### src/rtl/preprocessor_pkg.sv
// Shared defaults, FSM state type and saturation helper for the EEG preprocessing front end.
package preprocessor_pkg;

  localparam int          DW         = 32;
  localparam int unsigned NTAPS      = 8;
  localparam int unsigned ALPHA      = 32440;
  localparam int unsigned LOG2_NTAPS = $clog2(NTAPS);

  typedef enum logic [1:0] {StIdle, StDcb, StMac, StOut} state_e;

  // Clamp a wide signed value into a w-bit two's complement range (w <= 62).
  function automatic logic signed [63:0] sat(input logic signed [63:0] v, input int unsigned w);
    logic signed [63:0] hi;
    logic signed [63:0] lo;
    hi = (64'sd1 <<< (w - 1)) - 64'sd1;
    lo = -hi - 64'sd1;
    if (v > hi) return hi;
    if (v < lo) return lo;
    return v;
  endfunction

endpackage

### src/rtl/dc_blocker.sv
// First-order IIR DC blocker, combinational: y = sat(x - x_prev + floor(ALPHA * y_prev / 2^15)).
module dc_blocker import preprocessor_pkg::*; #(
  parameter int          DW    = preprocessor_pkg::DW,
  parameter int unsigned ALPHA = preprocessor_pkg::ALPHA
) (
  input  logic signed [DW-1:0] x,
  input  logic signed [DW-1:0] x_prev,
  input  logic signed [DW-1:0] y_prev,
  output logic signed [DW-1:0] y
);

  localparam int PW = DW + 17;

  logic signed [DW:0]   d;
  logic signed [PW-1:0] alpha_ext;
  logic signed [PW-1:0] y_ext;
  logic signed [PW-1:0] prod;
  logic signed [PW-1:0] p;
  logic signed [63:0]   sum;

  always_comb begin
    d         = {x[DW-1], x} - {x_prev[DW-1], x_prev};
    alpha_ext = PW'(ALPHA);
    y_ext     = {{17{y_prev[DW-1]}}, y_prev};
    prod      = alpha_ext * y_ext;
    p         = prod >>> 15;
    // Both terms are sign-extended to 64 bits so the sum can never wrap before clamping.
    sum       = {{(64 - DW - 1){d[DW]}}, d} + {{(64 - PW){p[PW-1]}}, p};
    y         = DW'(sat(sum, DW));
  end

endmodule

### src/rtl/preprocessor_top.sv
// EEG front end: strobe synchronizer, DC blocker and NTAPS-tap moving-average FIR,
// sequenced by a small FSM that processes one sample per strobe.
module preprocessor_top import preprocessor_pkg::*; #(
  parameter int          DW    = preprocessor_pkg::DW,
  parameter int unsigned NTAPS = preprocessor_pkg::NTAPS,
  parameter int unsigned ALPHA = preprocessor_pkg::ALPHA
) (
  input  logic                 clk,
  input  logic                 rst,
  input  logic                 sampling_clk,
  input  logic                 enable,
  input  logic signed [DW-1:0] in_signal,
  output logic signed [DW-1:0] out_signal
);

  localparam int unsigned LG = $clog2(NTAPS);
  localparam int          AW = DW + LG;

  logic                 sync1_q, sync2_q, sync3_q;
  logic                 tick;
  state_e               state_q, state_d;
  logic signed [DW-1:0] x_q, x_prev_q, y_prev_q, y;
  logic signed [DW-1:0] taps_q [NTAPS];
  logic signed [AW-1:0] acc_q;
  logic [LG-1:0]        k_q;

  assign tick = sync2_q & ~sync3_q;

  dc_blocker #(
    .DW    (DW),
    .ALPHA (ALPHA)
  ) u_dc_blocker (
    .x      (x_q),
    .x_prev (x_prev_q),
    .y_prev (y_prev_q),
    .y      (y)
  );

  always_comb begin
    state_d = state_q;
    unique case (state_q)
      StIdle:  if (tick && enable) state_d = StDcb;
      StDcb:   state_d = StMac;
      StMac:   if (k_q == LG'(NTAPS - 1)) state_d = StOut;
      StOut:   state_d = StIdle;
      default: state_d = StIdle;
    endcase
  end

  always_ff @(posedge clk or posedge rst) begin
    if (rst) begin
      sync1_q    <= 1'b0;
      sync2_q    <= 1'b0;
      sync3_q    <= 1'b0;
      state_q    <= StIdle;
      x_q        <= '0;
      x_prev_q   <= '0;
      y_prev_q   <= '0;
      acc_q      <= '0;
      k_q        <= '0;
      out_signal <= '0;
      for (int unsigned i = 0; i < NTAPS; i++) taps_q[i] <= '0;
    end else begin
      sync1_q <= sampling_clk;
      sync2_q <= sync1_q;
      sync3_q <= sync2_q;
      state_q <= state_d;
      case (state_q)
        StIdle: if (tick && enable) x_q <= in_signal;
        StDcb: begin
          x_prev_q  <= x_q;
          y_prev_q  <= y;
          taps_q[0] <= y;
          for (int unsigned i = 1; i < NTAPS; i++) taps_q[i] <= taps_q[i-1];
          acc_q     <= '0;
          k_q       <= '0;
        end
        StMac: begin
          acc_q <= acc_q + AW'(taps_q[k_q]);
          k_q   <= k_q + LG'(1);
        end
        // The shifted mean of NTAPS DW-bit values always fits back into DW bits.
        StOut:   out_signal <= DW'(acc_q >>> LG);
        default: ;
      endcase
    end
  end

endmodule

### config.mk
export PLATFORM = sky130hd
export DESIGN_NAME = preprocessor_top
export DESIGN_NICKNAME = d
export VERILOG_FILES = /design/src/rtl/preprocessor_pkg.sv /design/src/rtl/dc_blocker.sv /design/src/rtl/preprocessor_top.sv
export SDC_FILE = /design/constraint.sdc
export NUM_CORES = 2
export LEC_CHECK = 0
export CAP_MARGIN = 15
export CORE_MARGIN = 2
export CORE_UTILIZATION = 50
export CTS_CLUSTER_DIAMETER = 200
export DETAILED_ROUTE_END_ITERATION = 12
export PLACE_DENSITY = 0.74
export SLEW_MARGIN = 0
export SYNTH_ARGS = -nofsm -noshare
export SYNTH_HDL_FRONTEND = slang
export SYNTH_SLANG_ARGS = --single-unit
### constraint.sdc
create_clock -name clk -period 17 [get_ports clk]
set_clock_uncertainty 0.2 [all_clocks]
set_input_delay 2.55 -clock clk [delete_from_list [all_inputs] [get_ports clk]]
set_output_delay 2.55 -clock clk [all_outputs]
set_load 0.01 [all_outputs]
==> impl_metrics.env <==
export IMPL_outcome="finished, final reports clean"
export IMPL_synth_flop_cell="dfrtp_1"
export IMPL_tns_ns=0
export IMPL_holdPathEnd="sync3_q$_DFF_PP0_"
export IMPL_synth_edff_count=0
export IMPL_coreArea_um2=60100
export IMPL_final_layout_size_suffix_gt1_frac=0.184
export IMPL_num_rows=90
export IMPL_grtUsageTotal=0.215
export IMPL_yosys_area_top_type="dfrtp_1"
export IMPL_dr_first_iter_drc_count=1169
export IMPL_ys_ff_latch=395
export IMPL_pin_count=68
export IMPL_crit_path_start_kind="flip-flop"
export IMPL_nNetsFinal=3240
export IMPL_slew_violations=0
export IMPL_hold_viol_final=0
export IMPL_synthArstFlopShare=1.00
export IMPL_grt_pass1_wl_um=109000
export IMPL_worstMarginPinSlew_ns=1.05
export IMPL_arrival_ns=9.98
export IMPL_grt_max_degree=112
export IMPL_io_buffers=67
export IMPL_ff2ff_setup_slack_ns=7.35
export IMPL_hold_path_class="reg2reg"
export IMPL_cp_slowest_stage_delay_ns=0.67
export IMPL_overflow=0
export IMPL_rr_startpoint="taps_q[228]$_DFFE_PP0N_"
export IMPL_cts_root_buf="clkbuf_16"
export IMPL_crit_slowest_cell="nor3_1"
export IMPL_synthTopCellsByArea="dfrtp_1, fa_1, mux2_2, ha_1, inv_1"
export IMPL_wl_per_cell_um=18.3
export IMPL_totalWireLength_um=64700
export IMPL_start_util=0.504
export IMPL_routabilityCongestion=0.929
export IMPL_r2r_cells=29
export IMPL_synth_most_common_cell="inv_1"
export IMPL_crit_top_cell="fa_1"
export IMPL_via_per_inst=5.51
export IMPL_setup_viol=0
export IMPL_synth_top_cells_by_count="inv_1, dfrtp_1, mux2_2"
export IMPL_antennaDiodeCount=0
export IMPL_setup_worst_path_end_class="flip-flop"
export IMPL_yosys_warnings=0
export IMPL_syn_to_final_growth_pct=10.5
export IMPL_clk_path_buf_depth=3
export IMPL_synth_nets=3190
export IMPL_rsz0062_at_grt="false"
export IMPL_die_area_um2=62600
export IMPL_cts_buffers=45
export IMPL_cap_violations=0
export IMPL_die_y_um=250
export IMPL_fin_cells=3531
export IMPL_min_path_cells=0
export IMPL_clk_pin_slew_worst_paths_ns=0.06
export IMPL_clock_sinks=395
export IMPL_ctsResizeCount=0
export IMPL_layout_min_cycle_time_ns=9.65
export IMPL_r2r_end="taps_q[248]$_DFFE_PP0N_"
export IMPL_fillers=5087
export IMPL_numPlacedInstances=3450
export IMPL_crit_fanout=9
export IMPL_fmax_mhz=104
export IMPL_fin_crit_sh=0.568
export IMPL_vias=19500
export IMPL_die_w_um=250
export IMPL_dr_pass1_iters=5
export IMPL_syn_area_per_cell_um2=11.4
export IMPL_hold_buffers=0
export IMPL_yosysSeqAreaShare=0.326
export IMPL_grt_pass1_vias=20900
export IMPL_setup_worst_path_class="reg2reg"
export IMPL_hpwl_um=48900
export IMPL_min_from="sync2_q$_DFF_PP0_"
export IMPL_synth_top_cell_area_share=0.326
export IMPL_cts_setup_buffers=0
export IMPL_synthCells=2666
export IMPL_cts_tree="yes"
export IMPL_synth_area_um2=30300
export IMPL_antenna_found_initial=0
export IMPL_crit_required_ns=17.33
export IMPL_slew_limit_headroom=0.300
export IMPL_synth_cell_type_count=82
export IMPL_htreeDepth=2
export IMPL_post_route_drc_count=0
export IMPL_ant_nets=0
export IMPL_clock_latency_ns=0.61
==> placed cells by master, fill, tap and decap left out, drive strengths merged, types with 5 or more instances in the layout <==
cell type,synthesis,layout
nand2,160,160
a31o,6,6
dfrtp,395,395
nand3,33,33
nor2,54,54
inv,508,512
nor3,21,21
and2,6,6
a31oi,7,7
or3,9,9
xnor2,52,52
o211ai,9,9
o221a,13,13
clkdlybuf4s50,0,67
bufinv,0,10
a221o,5,5
clkinv,1,14
ha,211,211
nand4,16,16
mux4,64,64
nand2b,12,12
and3,14,14
o21a,9,9
clkbuf,57,53
a211oi,14,14
a21o,34,34
buf,23,16
xor2,41,41
o21ai,64,64
a21oi,96,96
mux2,318,318
or2,5,5
nor2b,18,18
o311ai,6,6
and4,5,5
o21bai,15,15
o22ai,35,35
fa,277,277
==> area by class of cell <==
cell class	count	area [µm²]	share of cell area
clock buffer	53	1220	0.0363
clock inverter	27	464	0.0139
inverter	509	1920	0.0573
multi-input combinational	1682	18200	0.543
sequential	395	9890	0.296
tap	782	978	0.0292
timing repair buffer	83	811	0.0242
==> registers in the layout, indices dropped and copies added, names as in the netlist <==
name / count
acc_q: 35
sync1_q: 1
x_q: 32
x_prev_q: 32
sync2_q: 1
sync3_q: 1
state_q: 2
taps_q: 256
out_signal: 32
k_q: 3
==> cell families (layout without fill, tap and decap cells) <==
group / after synthesis / in the layout / share of synthesized area
xor+xnor: 93 / 93 / 0.0269
simple gates: 362 / 362 / 0.0566
flops: 395 / 395 / 0.326
compound gates: 357 / 357 / 0.0805
mux: 382 / 382 / 0.166
buf+inv: 589 / 672 / 0.0739
fa+ha+maj: 488 / 488 / 0.270
==> critical path: cells and delay by family, from the launching register on <==
kind                     cells  cell delay [ns]
flip-flops                   1             0.63
AND/OR/NAND/NOR              5             1.63
AO/OA/AOI/OAI               11             2.81
adder cells (fa/ha/maj)      8             3.87
buffers and inverters        5             0.44
==> worst max path at each step <==
stage / start / to / slack [ns]
after global placement: taps_q[228]$_DFFE_PP0N_ / taps_q[228]$_DFFE_PP0N_ / 7.73
after CTS: taps_q[228]$_DFFE_PP0N_ / taps_q[233]$_DFFE_PP0N_ / 7.41
final: taps_q[228]$_DFFE_PP0N_ / taps_q[248]$_DFFE_PP0N_ / 7.35
after floorplan: rst / acc_q[0]$_DFFE_PP0P_ / 3.27
after detailed placement: taps_q[228]$_DFFE_PP0N_ / taps_q[233]$_DFFE_PP0N_ / 7.46
after global routing: taps_q[229]$_DFFE_PP0N_ / taps_q[248]$_DFFE_PP0N_ / 6.70
==> layer usage <==
metal | up-vias | track usage | part of all wire
met1 | 9999 | 0.290 | 0.44
met3 | 91 | 0.0300 | 0.037
met2 | 327 | 0.365 | 0.50
li1 | 9037 | - | -
met5 | - | 0 | 0
met4 | 0 | 0.0597 | 0.025
==> through the flow <==
stage                util  area, µm²  hold slack, ns  worst slack (ns)
CTS                 0.556      33400           0.153              7.41
floorplan               -      30300           0.131              3.27
global route        0.557      33500           0.162              6.70
global placement    0.528      31800           0.135              7.73
detailed placement  0.528      31800           0.139              7.46
finish              0.557      33500           0.148              7.35
Power is left out: the tool's default activity adds up to more than one toggle a clock period on the data nets, which glitch-free logic cannot reach.
